--- config.mk ---
export PLATFORM = sky130hd
export DESIGN_NAME = pattern_sequencer
export DESIGN_NICKNAME = d
export VERILOG_FILES = /design/src/rtl/pattern_sequencer.sv
export SDC_FILE = /design/constraint.sdc
export NUM_CORES = 1
export LEC_CHECK = 0
export ABC_CLOCK_PERIOD_IN_PS = 2500
export CAP_MARGIN = 40
export CORE_ASPECT_RATIO = 1.5
export CORE_MARGIN = 5
export CORE_UTILIZATION = 40
export CTS_CLUSTER_DIAMETER = 150
export CTS_CLUSTER_SIZE = 12
export DETAILED_ROUTE_END_ITERATION = 10
export GPL_TIMING_DRIVEN = 0
export SLEW_MARGIN = 20
export SYNTH_ARGS = -nofsm -noshare
export SYNTH_HDL_FRONTEND = slang
export SYNTH_SLANG_ARGS = --single-unit
--- constraint.sdc ---
create_clock -name i_clk -period 2.5 [get_ports i_clk]
set_input_delay 0.5 -clock i_clk [delete_from_list [all_inputs] [get_ports i_clk]]
set_output_delay 0.5 -clock i_clk [all_outputs]
set_load 0.02 [all_outputs]
--- src/rtl/pattern_sequencer.sv ---
// pattern_sequencer: selects the test pattern code, stepping it manually on debounced
// button presses or automatically every FRAMES_PER_PATTERN frames, always on a frame boundary.
module pattern_sequencer #(
  parameter int NUM_PATTERNS       = 5,
  parameter int FRAMES_PER_PATTERN = 120,
  parameter int DEBOUNCE_CYCLES    = 250000
) (
  input  logic       i_clk,
  input  logic       i_rst_n,
  input  logic       i_vsync,
  input  logic       i_btn_next,
  input  logic       i_auto_en,
  output logic [2:0] o_pattern,
  output logic       o_frame_tick,
  output logic       o_auto_active
);
  localparam int DW = $clog2(DEBOUNCE_CYCLES + 1);
  localparam logic [2:0]    LAST  = 3'(NUM_PATTERNS - 1);
  localparam logic [9:0]    FLAST = 10'(FRAMES_PER_PATTERN - 1);
  localparam logic [DW-1:0] DLAST = DW'(DEBOUNCE_CYCLES - 1);
  typedef enum logic {MANUAL, AUTO} state_t;
  state_t        state_q;
  logic [2:0]    vs_q;
  logic [1:0]    bt_q, ae_q;
  logic [DW-1:0] db_cnt_q;
  logic          db_q, db_prev_q, tick_q, pend_q;
  logic [2:0]    pattern_q, man_d, auto_d;
  logic [9:0]    fcnt_q;
  logic          press;
  assign press         = db_q & ~db_prev_q;
  assign o_pattern     = pattern_q;
  assign o_frame_tick  = tick_q;
  assign o_auto_active = (state_q == AUTO);
  always_comb begin
    man_d  = (pattern_q == LAST) ? 3'd0 : pattern_q + 3'd1;
    auto_d = (pattern_q == LAST || pattern_q == 3'd0) ? 3'd1 : pattern_q + 3'd1;
  end
  // vs_q[2] is the previous synchronized vsync, used for rising-edge detection
  always_ff @(posedge i_clk) begin
    if (!i_rst_n) begin
      vs_q   <= '0;
      bt_q   <= '0;
      ae_q   <= '0;
      tick_q <= 1'b0;
    end else begin
      vs_q   <= {vs_q[1:0], i_vsync};
      bt_q   <= {bt_q[0], i_btn_next};
      ae_q   <= {ae_q[0], i_auto_en};
      tick_q <= vs_q[1] & ~vs_q[2];
    end
  end
  always_ff @(posedge i_clk) begin
    if (!i_rst_n) begin
      db_cnt_q  <= '0;
      db_q      <= 1'b0;
      db_prev_q <= 1'b0;
    end else begin
      db_prev_q <= db_q;
      if (bt_q[1] == db_q) db_cnt_q <= '0;
      else if (db_cnt_q == DLAST) begin
        db_q     <= bt_q[1];
        db_cnt_q <= '0;
      end else db_cnt_q <= db_cnt_q + 1'b1;
    end
  end
  always_ff @(posedge i_clk) begin
    if (!i_rst_n) begin
      state_q   <= MANUAL;
      pattern_q <= '0;
      pend_q    <= 1'b0;
      fcnt_q    <= '0;
    end else if (state_q == MANUAL) begin
      if (ae_q[1]) begin
        state_q <= AUTO;
        pend_q  <= 1'b0;
        fcnt_q  <= '0;
      end else if (tick_q && pend_q) begin
        pattern_q <= man_d;
        pend_q    <= press;
      end else if (press) pend_q <= 1'b1;
    end else begin
      if (!ae_q[1]) begin
        state_q <= MANUAL;
        fcnt_q  <= '0;
      end else if (tick_q) begin
        // a disabled generator (code 0) jumps straight to 1 and restarts the dwell
        if (pattern_q == 3'd0 || fcnt_q == FLAST) begin
          pattern_q <= auto_d;
          fcnt_q    <= '0;
        end else fcnt_q <= fcnt_q + 10'd1;
      end
    end
  end
endmodule

==> metrics.txt <==
status=completed; Unique masters post-synth=50; Yosys reg bits=43; area grow syn2layout=13.74%; final hold slack=around 390 ps; overall routing resource usage=0.1377; Starting Density=0.4086; fmax=around 530 MHz; crit share post-route=0.7572; share of layout cells above drive strength 1=0.1048; Syn Nets=between 200 and 250; Die H=between 90 and 100 µm; Worst EP arrival=~2100 ps; # port buffers=9; yosys warns=0; largest net degree at the start of global routing=17; Psw=0.2820 mW; number of I/O pins=10; CTS tree=yes; Switching Fraction=0.2356; post-synthesis area per instance=between 9 and 10 µm²; Crit Path Category=reg2reg; Antenna Nets Post-Route=0; first-iteration detailed-routing DRC count=49; XOR/XNOR Fraction of Synth Area=0.08087; Tot Pwr=about 1.2 mW; Synth Area in Compound Gates=0.1220; CP Launch Type=flop; Comb power frac=0.032; busiest grt layer=met2; clk root buf=clkbuf_8; critical path fanouts, max=10; post-synthesis adder-cell area fraction=0.02567; asr flop ratio synth=0; commonest non-fill, non-tap cell in the layout=dfxtp_1; RSZ-0062 raised after global routing=false; CTS clk-pin slew, worst paths=approximately 90 ps; Fin. Hold Viols=0; vias in the first global route=1,544; cells after synthesis=around 210; Reg power frac=0.582; DRC=0; EDFF count, synth=0; die area=6399 µm²; Pins Over Slew Limit=0; Internal=0.9148 mW; Hold Path Class=reg2reg; H-tree depth=2; routing usage on met2=0.2494; Post-CTS Hold Buffers=0; clock network fraction of design power=0.385; Initial DRT Pass Iterations=4; dpl hpwl=approximately 2800 µm; core area=about 4800 µm²; Synth Area in Simple Gates=0.2965; final setup fails=0; antenna cell count=0; vias after detailed routing=approximately 1,500; commonest non-fill, non-tap cells in the layout=dfxtp_1, nor2_1, nand2_1, a21oi_1; Die X=67 µm; CTS Sinks=43; final worst path period need=around 1900 ps; setup bufs post-CTS=0; Layout fillers=480; CTS Buf Count=5; Setup Skew=about 14 ps; Slew HR=0.5951; Placer Congestion=about 0.80; Buf/Inv on CP=2; GRT overflow=0; worst stage delay on the critical path=~380 ps; nets@finish=237; post-synthesis cell area=between 1500 and 2000 µm²; ys flop type=dfxtp_1; met1 usage=0.1446; vias per std cell=between 5 and 6; initial antenna violation count=0; CP most frequent cell=buf_2; Worst Setup End Kind=flop; max-cap violations=0; CP delay by family, top=buffers and inverters; Worst Tran Pin Value=about 600 ps; Post-Route WL=about 3700 µm; combinational family with the most area after synthesis=simple AND/OR/NAND/NOR gates; DR WL/cell=~12 µm; LEAKAGE=~0.76 nW; WP data required=roughly 2700 ps; global-route wire length before repair=approximately 6800 µm; Critical-path top delay cell=dfxtp_1; worst skew pair latency=300 ps; Std-Cell Rows=31; Gates resized, CTS repair=0; setup_tns=0 ps; P per Cell Area=around 540 nW/µm²; clock tree buffer depth=2; M3 GR Usage=0.03302; mux cell area share after synthesis=0; post-synthesis sequential area ratio=0.4416; Max VDD drop=roughly 0.00035 V; crit-path cells=ha_1, and3_1, buf_2, nand3b_1, o211ai_2, buf_2, nor2_1
-- cell families after synthesis --
logic type,after synthesis
AND/OR/NAND/NOR,97
flip-flops,43
AO/OA/AOI/OAI,35
XOR/XNOR,18
buffers and inverters,15
adder cells (fa/ha/maj),4
-- registers in the layout (all words and copies together), names as in the netlist --
name,flops
vs_q,3
o_frame_tick,1
o_pattern,3
db_cnt_q,18
db_q,1
bt_q,2
ae_q,2
o_auto_active,1
pend_q,1
fcnt_q,10
db_prev_q,1
-- path summary, 6_finish.rpt --
kind,from,end,slack (ps),cells past startpoint
worst max-delay path,db_cnt_q[0],db_cnt_q[7],610,7
worst max register to register,db_cnt_q[0],db_cnt_q[7],610,7
worst min register to register,vs_q[2],o_frame_tick,390,1
worst min-delay path,vs_q[2],o_frame_tick,390,1
-- layer usage --
metal | share of wire | vias up
met4 | 0.028 | 0
met2 | 0.55 | 20
li1 | - | 791
met1 | 0.39 | 689
met3 | 0.030 | 9
met5 | 0 | -
-- through the flow --
stage	instances	util	setup slack [ps]	cell area [µm²]
floorplan	212	-	731.7	1949
global placement	287	0.4448	594.6	2122
detailed placement	287	0.4448	580.8	2122
CTS	295	0.4647	568.0	2217
global route	295	0.4647	423.8	2217
finish	295	0.4647	607.1	2217
-- synthesized netlist by cell type (4+ instances only) --
cell type | instances | area share
xnor2_1 | 10 | 0.045
xor2_1 | 8 | 0.036
o21ai_0 | 7 | 0.018
nor4_1 | 4 | 0.013
dfxtp_1 | 43 | 0.44
inv_1 | 8 | 0.015
nor2_1 | 22 | 0.042
nand3_1 | 9 | 0.023
ha_1 | 4 | 0.026
nand2_1 | 16 | 0.031
a21oi_1 | 11 | 0.028
and2_1 | 10 | 0.032
or3_1 | 5 | 0.016
buf_2 | 4 | 0.010
-- power groups by stage --
stage / Clock [mW] / Combinational (mW) / Sequential, mW
after floorplan: 0 / 0.0227 / 0.713
after global placement: 0 / 0.0395 / 0.713
after detailed placement: 0 / 0.0397 / 0.713
after CTS: 0.483 / 0.0399 / 0.697
after global routing: 0.508 / 0.0443 / 0.698
final: 0.461 / 0.0388 / 0.697
-- area by class of cell --
type                       count  area [µm²]  area share
multi-input combinational    154        1023      0.4616
sequential                    43       860.8      0.3883
timing repair buffer           9       90.09     0.04063
tap                           66       82.58     0.03725
clock buffer                   5       68.82     0.03104
buffer                         7       35.03     0.01580
inverter                       8       30.03     0.01354
clock inverter                 3       26.28     0.01185
-- worst reg2reg max path, delay by kind of cell, from the launching register on --
kind / cells / cell delay [ps]
buffers and inverters: 2 / 480
DFF: 1 / 380
AOI/OAI and AO/OA: 1 / 360
adders and majority gates: 1 / 190
and+or+nand+nor: 3 / 360
(Power assumes the default switching activity.)
